$ cat src/rtl/acc_cpu_pkg.sv
// Shared types for the parametrised accumulator CPU: opcodes, FSM states and ALU operations.
`timescale 1ns/1ps
package acc_cpu_pkg;

  localparam int OPC_W = 4;

  typedef enum logic [OPC_W-1:0] {
    OP_NOP = 4'h0,
    OP_LDI = 4'h1,
    OP_LDM = 4'h2,
    OP_STM = 4'h3,
    OP_ADD = 4'h4,
    OP_SUB = 4'h5,
    OP_AND = 4'h6,
    OP_OR  = 4'h7,
    OP_XOR = 4'h8,
    OP_NOT = 4'h9,
    OP_JMP = 4'hA,
    OP_JC  = 4'hB,
    OP_JZ  = 4'hC,
    OP_CMP = 4'hD,
    OP_OUT = 4'hE,
    OP_HLT = 4'hF
  } opcode_e;

  typedef enum logic [1:0] {
    IDLE     = 2'd0,
    RUN      = 2'd1,
    WAIT_OUT = 2'd2,
    HALT     = 2'd3
  } state_e;

  typedef enum logic [2:0] {
    ALU_PASS_B = 3'd0,
    ALU_ADD    = 3'd1,
    ALU_SUB    = 3'd2,
    ALU_AND    = 3'd3,
    ALU_OR     = 3'd4,
    ALU_XOR    = 3'd5,
    ALU_NOT    = 3'd6
  } alu_op_e;

  // CMP shares SUB so its carry/zero come straight from the subtractor.
  function automatic alu_op_e alu_op_of(input opcode_e op);
    case (op)
      OP_ADD:          return ALU_ADD;
      OP_SUB, OP_CMP:  return ALU_SUB;
      OP_AND:          return ALU_AND;
      OP_OR:           return ALU_OR;
      OP_XOR:          return ALU_XOR;
      OP_NOT:          return ALU_NOT;
      default:         return ALU_PASS_B;
    endcase
  endfunction

endpackage

$ cat src/rtl/acc_cpu_core_if.sv
// Program-fetch and output-port bundle between the core (core modport) and its environment (env modport).
`timescale 1ns/1ps
interface acc_cpu_core_if
  import acc_cpu_pkg::*;
#(
  parameter int DATA_W = 4,
  parameter int ADDR_W = 4
);
  logic [ADDR_W-1:0]       prog_addr;
  logic [OPC_W+ADDR_W-1:0] prog_data;
  logic [DATA_W-1:0]       out_data;
  logic                    out_valid;
  logic                    out_ready;

  // Output handshake: a word moves on a rising clk edge where out_valid && out_ready;
  // once raised, out_valid stays high and out_data stays stable until that edge.
  modport core (
    output prog_addr,
    input  prog_data,
    output out_data,
    output out_valid,
    input  out_ready
  );

  modport env (
    input  prog_addr,
    output prog_data,
    input  out_data,
    input  out_valid,
    output out_ready
  );
endinterface

$ cat src/rtl/acc_cpu_alu.sv
// Combinational ALU: pass-through, add with carry, subtract with no-borrow flag, and bitwise ops.
`timescale 1ns/1ps
module acc_cpu_alu
  import acc_cpu_pkg::*;
#(
  parameter int DATA_W = 4
) (
  input  logic [DATA_W-1:0] acc_i,
  input  logic [DATA_W-1:0] m_i,
  input  alu_op_e           alu_op_i,
  output logic [DATA_W-1:0] result_o,
  output logic              carry_out_o,
  output logic              zero_out_o
);

  logic [DATA_W:0] sum;
  assign sum = {1'b0, acc_i} + {1'b0, m_i};

  always_comb begin
    result_o    = m_i;
    carry_out_o = 1'b0;
    case (alu_op_i)
      ALU_ADD: {carry_out_o, result_o} = sum;
      ALU_SUB: begin
        result_o    = acc_i - m_i;
        carry_out_o = (acc_i >= m_i);
      end
      ALU_AND: result_o = acc_i & m_i;
      ALU_OR:  result_o = acc_i | m_i;
      ALU_XOR: result_o = acc_i ^ m_i;
      ALU_NOT: result_o = ~acc_i;
      default: result_o = m_i;
    endcase
    zero_out_o = (result_o == '0);
  end

endmodule

$ cat src/rtl/acc_cpu_core.sv
// Accumulator CPU core: PC, flags, data RAM and IDLE/RUN/WAIT_OUT/HALT FSM.
// Define ACC_CPU_SINGLE_STEP_EN to add the synchronised single-step input `step`.
`timescale 1ns/1ps
module acc_cpu_core
  import acc_cpu_pkg::*;
#(
  parameter int DATA_W = 4,
  parameter int ADDR_W = 4
) (
  input  logic              clk,
  input  logic              rst,
  input  logic              run,
`ifdef ACC_CPU_SINGLE_STEP_EN
  input  logic              step,
`endif
  acc_cpu_core_if.core      bus,
  output logic              halted,
  output logic [DATA_W-1:0] acc,
  output logic              carry,
  output logic              zero,
  output state_e            state_o
);

  localparam int IW = OPC_W + ADDR_W;

  state_e            state_q;
  logic [ADDR_W-1:0] pc_q;
  logic [DATA_W-1:0] acc_q, out_data_q;
  logic              carry_q, zero_q, out_valid_q, halted_q;
  logic [DATA_W-1:0] ram_q [2**ADDR_W];

  opcode_e           opc;
  logic [ADDR_W-1:0] a, pc_inc;
  logic [DATA_W-1:0] m, alu_b, alu_res;
  logic              alu_c, alu_z, step_ok, exec;

  assign opc    = opcode_e'(bus.prog_data[IW-1:ADDR_W]);
  assign a      = bus.prog_data[ADDR_W-1:0];
  assign m      = ram_q[a];
  assign alu_b  = (opc == OP_LDI) ? DATA_W'(a) : m;
  assign pc_inc = pc_q + ADDR_W'(1);

  acc_cpu_alu #(.DATA_W(DATA_W)) u_alu (
    .acc_i       (acc_q),
    .m_i         (alu_b),
    .alu_op_i    (alu_op_of(opc)),
    .result_o    (alu_res),
    .carry_out_o (alu_c),
    .zero_out_o  (alu_z)
  );

`ifdef ACC_CPU_SINGLE_STEP_EN
  logic [1:0] step_sync_q;
  logic       step_prev_q, step_pend_q;

  // A detected rising edge arms one pending instruction; executing it disarms.
  always_ff @(posedge clk or posedge rst) begin
    if (rst) begin
      step_sync_q <= 2'b00;
      step_prev_q <= 1'b0;
      step_pend_q <= 1'b0;
    end else begin
      step_sync_q <= {step_sync_q[0], step};
      step_prev_q <= step_sync_q[1];
      step_pend_q <= (step_sync_q[1] & ~step_prev_q) | (step_pend_q & ~exec);
    end
  end
  assign step_ok = step_pend_q;
`else
  assign step_ok = 1'b1;
`endif

  // IDLE executes the first instruction in the same cycle it moves to RUN.
  assign exec = run && step_ok && ((state_q == IDLE) || (state_q == RUN));

  always_ff @(posedge clk) begin
    if (!rst && exec && (opc == OP_STM)) ram_q[a] <= acc_q;
  end

  always_ff @(posedge clk or posedge rst) begin
    if (rst) begin
      state_q     <= IDLE;
      pc_q        <= '0;
      acc_q       <= '0;
      carry_q     <= 1'b0;
      zero_q      <= 1'b0;
      out_data_q  <= '0;
      out_valid_q <= 1'b0;
      halted_q    <= 1'b0;
    end else begin
      case (state_q)
        IDLE, RUN: begin
          if (run) state_q <= RUN;
          if (exec) begin
            pc_q <= pc_inc;
            case (opc)
              OP_LDI, OP_LDM, OP_AND, OP_OR, OP_XOR, OP_NOT: begin
                acc_q  <= alu_res;
                zero_q <= alu_z;
              end
              OP_ADD, OP_SUB: begin
                acc_q   <= alu_res;
                zero_q  <= alu_z;
                carry_q <= alu_c;
              end
              OP_CMP: begin
                carry_q <= alu_c;
                zero_q  <= alu_z;
              end
              OP_JMP: pc_q <= a;
              OP_JC:  if (carry_q) pc_q <= a;
              OP_JZ:  if (zero_q) pc_q <= a;
              OP_OUT: begin
                out_data_q  <= acc_q;
                out_valid_q <= 1'b1;
                state_q     <= WAIT_OUT;
              end
              OP_HLT: begin
                pc_q     <= pc_q;
                halted_q <= 1'b1;
                state_q  <= HALT;
              end
              default: ;
            endcase
          end
        end
        WAIT_OUT: begin
          if (out_valid_q && bus.out_ready) begin
            out_valid_q <= 1'b0;
            state_q     <= RUN;
          end
        end
        default: ;
      endcase
    end
  end

  assign bus.prog_addr = pc_q;
  assign bus.out_data  = out_data_q;
  assign bus.out_valid = out_valid_q;
  assign halted        = halted_q;
  assign acc           = acc_q;
  assign carry         = carry_q;
  assign zero          = zero_q;
  assign state_o       = state_q;

endmodule

$ cat src/flat_wrapper.sv
// flat-port wrapper written by rule: the top's interface ports become plain ports
module acc_cpu_core_flat import acc_cpu_pkg::*;
#(
  parameter int DATA_W = 4,
  parameter int ADDR_W = 4
)
  (clk, rst, run, halted, acc, carry, zero, state_o, bus_prog_addr, bus_prog_data, bus_out_data, bus_out_valid, bus_out_ready);
  acc_cpu_core_if #(.DATA_W(DATA_W), .ADDR_W(ADDR_W)) bus_i ();
  input  logic clk;
  input  logic rst;
  input  logic run;
  output logic halted;
  output logic [DATA_W-1:0] acc;
  output logic carry;
  output logic zero;
  output state_e state_o;
  output wire logic [$bits(bus_i.prog_addr)-1:0] bus_prog_addr;
  input wire logic [$bits(bus_i.prog_data)-1:0] bus_prog_data;
  output wire logic [$bits(bus_i.out_data)-1:0] bus_out_data;
  output wire logic [$bits(bus_i.out_valid)-1:0] bus_out_valid;
  input wire logic [$bits(bus_i.out_ready)-1:0] bus_out_ready;
  assign bus_prog_addr = bus_i.prog_addr;
  assign bus_i.prog_data = bus_prog_data;
  assign bus_out_data = bus_i.out_data;
  assign bus_out_valid = bus_i.out_valid;
  assign bus_i.out_ready = bus_out_ready;
  acc_cpu_core #(.DATA_W(DATA_W), .ADDR_W(ADDR_W)) u_core (.clk(clk), .rst(rst), .run(run), .bus(bus_i), .halted(halted), .acc(acc), .carry(carry), .zero(zero), .state_o(state_o));
endmodule
$ cat config.mk
export PLATFORM = sky130hd
export DESIGN_NAME = acc_cpu_core_flat
export DESIGN_NICKNAME = d
export VERILOG_FILES = /design/src/rtl/acc_cpu_pkg.sv /design/src/rtl/acc_cpu_core_if.sv /design/src/rtl/acc_cpu_alu.sv /design/src/rtl/acc_cpu_core.sv /design/src/flat_wrapper.sv
export SDC_FILE = /design/constraint.sdc
export NUM_CORES = 1
export LEC_CHECK = 0
export BUFFER_PORTS_ARGS = -buffer_cell sky130_fd_sc_hd__buf_2
export CAP_MARGIN = 15
export CORE_MARGIN = 8
export CORE_UTILIZATION = 30
export CTS_CLUSTER_SIZE = 10
export DETAILED_ROUTE_END_ITERATION = 8
export PLACE_DENSITY = 0.55
export SLEW_MARGIN = 20
export SYNTH_ARGS = -nofsm -noshare
export SYNTH_HDL_FRONTEND = slang
export SYNTH_SLANG_ARGS = --single-unit
$ cat constraint.sdc
create_clock -name clk -period 6.92 [get_ports clk]
set_clock_uncertainty 0.1 [all_clocks]
set_input_delay 0.346 -clock clk [delete_from_list [all_inputs] [get_ports clk]]
set_output_delay 0.346 -clock clk [all_outputs]
set_load 0.03 [all_outputs]
==> out/qor_table.md <==
| Result | Value |
|---|---|
| Type of the worst min-delay path | in2async |
| Core utilization of the finished layout | 34.8% |
| Dominant combinational cell family by area after synthesis | compound AO/OA/AOI/OAI gates |
| Largest delay contributor family on the critical path | compound AO/OA/AOI/OAI gates |
| # nets final | 391 |
| Die ar. | 17900 um2 |
| Number of CTS-inserted buffers | 9 |
| Final routed wirelength across all metal layers | 9.79 mm |
| Number of antenna-violating nets in the routed design | 0 |
| Most common cell after layout, fill and taps aside | edfxtp_1 |
| Fin. Hold Viols | 0 |
| Clk Latency, worst-skew pair | 0.34 ns |
| Critical Path Stages | 12 |
| Starting utilization of the core area | 30.4% |
| Top FF cell, synth | edfxtp_1 |
| Power Density | 344 nW/um2 |
| CTS sink cnt | 82 |
| Post-CTS setup repair buffer count | 0 |
| Horizontal extent of the die | 134 um |
| Worst setup path class | in2reg |
| Fin crit share | 62.3% |
| Buffering stage count on the worst path with inverters included | 2 |
| Gpl congestion | 0.883 |
| Detail-routed net length per standard cell | 17.9 um |
| Via/cell ratio | 5.17 |
| Post-Synth Simple-Gate Area | 11.1% |
| Sequence of cells on the critical path | buf_2, mux4_2, a22o_1, or4_4, o21ai_0, inv_1, fa_1, xor2_1, a221o_1, and3_1, a221o_1, mux2_2 |
| Number of top-level pins | 30 |
| Longest Clk Path Bufs | 2 |
| PortBufs | 29 |
| Total routing resource utilization after global routing | 11.3% |
| Worst EP arrival | 4.43 ns |
| Syn Inst Count | 337 |
| Slew at the pin closest to its max-slew limit | 0.980 ns |
| EDFF count, synth | 64 |
| Deepest level of the CTS H-tree | 3 |
| Layout cells sized above 1 | 18.8% |
| Number of diodes added for antenna fixing | 0 |
| Netlist area before placement | 4170 um2 |
| R2r setup slk | 3.01 ns |
| Drt initial violations | 199 |
| Share of synthesized cell area in full adder, half adder and majority cells | 5.16% |
| Number of detailed-route iterations in the first pass | 5 |
| Max Fanout on Critical Path | 30 |
| Final global-route overflow total | 0 |
| Reg2reg end | u_core.acc[2] |
| Cell Area, Placed | 4490 um2 |
| Area growth from synthesis to final layout | 14.5% |
| Average cell area after synthesis | 12.4 um2 |
| Hold bufs inserted after CTS | 0 |
| Maximum clock rate | 232 MHz |
| Vias in the first global route | 2860 |
| Core Footprint | 13700 um2 |
| Status | finished, final reports clean |
| Die Span Y | 134 um |
| FF+latch count, synth | 82 |
| Clock tree from TritonCTS | built |
| Number of max-slew violations in the final report | 0 |
| Unrepaired setup endpoints after global routing | false |
| Residual DRC count | 0 |
| Final Instance Area | 4780 um2 |
| Period minus WS final | 4.31 ns |
| Count of cell types in the netlist | 56 |
| CTS Root Cell | clkbuf_16 |
| Fill cells | 1350 |
| Synth Area in XOR/XNOR | 0.839% |
| Delay of the slowest cell on the worst path | 0.63 ns |
| Highest-count cells in the layout ignoring fill and taps | 64 x edfxtp_1, 34 x nor2_1, 29 x buf_2 |
| Total negative slack for setup checks | 0 ns |
| Endpoint of the worst setup timing path | u_core.acc[2] |
| Compound-gate portion of the synthesized area | 12.3% |
| Placement row count | 43 |
| Required arrival time at the worst endpoint | 7.04 ns |
| Critical Path Start Type | input pin |
| Largest net degree at the start of global routing | 31 |
| HPWL reported at the end of detailed placement | 6.89 mm |
| Clk slew on worst S/H paths | 0.06 ns |
| Synth Net Count | 365 |
| Slowest cell on crit path | buf_2 |
| Sequential cell area fraction in the yosys report | 56.8% |
| Max-capacitance violation count | 0 |
| Max-slew headroom | 34.1% |
| Antenna violations before repair | 0 |
| Count of vias placed by the detailed router | 2833 |
| Multiplexer area fraction after synthesis | 10.3% |
| Synth Warn # | 0 |
| Number of gates given a new drive strength after cts | 0 |
| Async set or reset register ratio after synthesis | 22.0% |
| Worst-case reg-to-reg path depth | 11 |
| Worst path most repeated cell | a221o_1 |
| First-pass GRT wire length | 15.9 mm |
| Final worst hold slack | 0.0245 ns |
| Worst vdd rail ir drop | 0.171 mV |
| Start of the worst register-to-register path | u_core.ram_q[4][1] |
| CP Launch Point | bus_prog_data[0] |
| Final setup violation count | 0 |
| P_leak | 1.78 nW |
| Critical Path End Type | flop |
-- where the power goes --
group	switching [mW]	internal (mW)
sequential	0.0619	0.634
clock	0.202	0.249
combinational	0.326	0.169
total	0.590	1.05
-- logic make-up (layout without fill, tap and decap cells) --
kind of cell    count (synthesis)  after routing
simple gates                   94             94
flops                          82             82
compound gates                 73             73
buf+inv                        36             67
mux                            32             32
fa+ha+maj                      16             16
xor+xnor                        4              4
-- registers in the layout (all words and copies together), names as in the netlist --
| signal | cells |
|---|---|
| u_core.ram_q | 64 |
| u_core.carry | 1 |
| u_core.halted | 1 |
| u_core.bus.out_valid | 1 |
| u_core.bus.out_data | 4 |
| u_core.bus.prog_addr | 4 |
| u_core.state_o | 2 |
| u_core.zero | 1 |
| u_core.acc | 4 |
-- through the flow --
step           worst slack, ns  total power [mW]  instances
5_1_grt                   2.36              1.73        548
4_1_cts                   2.60              1.66        548
3_3_place_gp              2.33              1.20        532
2_1_floorplan             3.18              1.03        337
6_report                  2.61              1.64        548
3_5_place_dp              2.26              1.21        532
-- per-layer routing --
| metal | vias to the layer above | GRT usage (%) | routed length, um |
|---|---|---|---|
| met2 | 101 | 17.8 | 4640 |
| met3 | 11 | 2.84 | 575 |
| li1 | 1319 | - | - |
| met4 | 0 | 2.81 | 103 |
| met5 | - | 0 | 0 |
| met1 | 1402 | 15.1 | 4460 |
-- how the worst min path moves through the flow --
stage | slack (ns) | depth (start not counted) | to | start
final | 0.02 | 2 | u_core.acc[3] | rst
after global routing | 0.11 | 2 | u_core.bus.out_valid | rst
after CTS | 0.05 | 2 | u_core.bus.prog_addr[3] | rst
after detailed placement | 0.36 | 1 | u_core.halted | u_core.halted
after global placement | 0.37 | 1 | u_core.halted | u_core.halted
after floorplan | 0.18 | 1 | u_core.acc[0] | rst
-- cells in the mapped netlist, drive strengths merged (2+ instances only) --
cell | count | area [um2]
nand3 | 7 | 35.0
nor3 | 6 | 30.0
o221ai | 4 | 41.3
fa | 2 | 40.0
mux2i | 16 | 160
o32ai | 3 | 33.8
nand2b | 4 | 25.0
nand2 | 18 | 67.6
a21oi | 14 | 70.1
xor2 | 3 | 26.3
mux4 | 8 | 180
clkbuf | 13 | 48.8
nor2b | 9 | 56.3
and3 | 2 | 12.5
a221o | 2 | 20.0
a221oi | 3 | 26.3
nor2 | 34 | 128
mux2 | 8 | 90.1
o21ai | 18 | 90.1
o21bai | 4 | 30.0
and3b | 2 | 17.5
a211oi | 3 | 22.5
ha | 14 | 175
dfrtp | 18 | 450
o22a | 4 | 35.0
inv | 19 | 71.3
buf | 4 | 23.8
nand3b | 2 | 15.0
o21a | 3 | 22.5
a22oi | 3 | 22.5
o31ai | 2 | 15.0
edfxtp | 64 | 1920
or3 | 3 | 18.8
-- layout make-up --
cell class                 count  area, um2  share of cell area (%)
clock buffer                   9        225                    4.71
clock inverter                 7       57.6                    1.20
inverter                      19       71.3                    1.49
multi-input combinational    219       1660                    34.7
sequential                    82       2370                    49.6
tap                          180        225                    4.71
timing repair buffer          32        168                    3.51
Power figures use the tool's default switching activity.
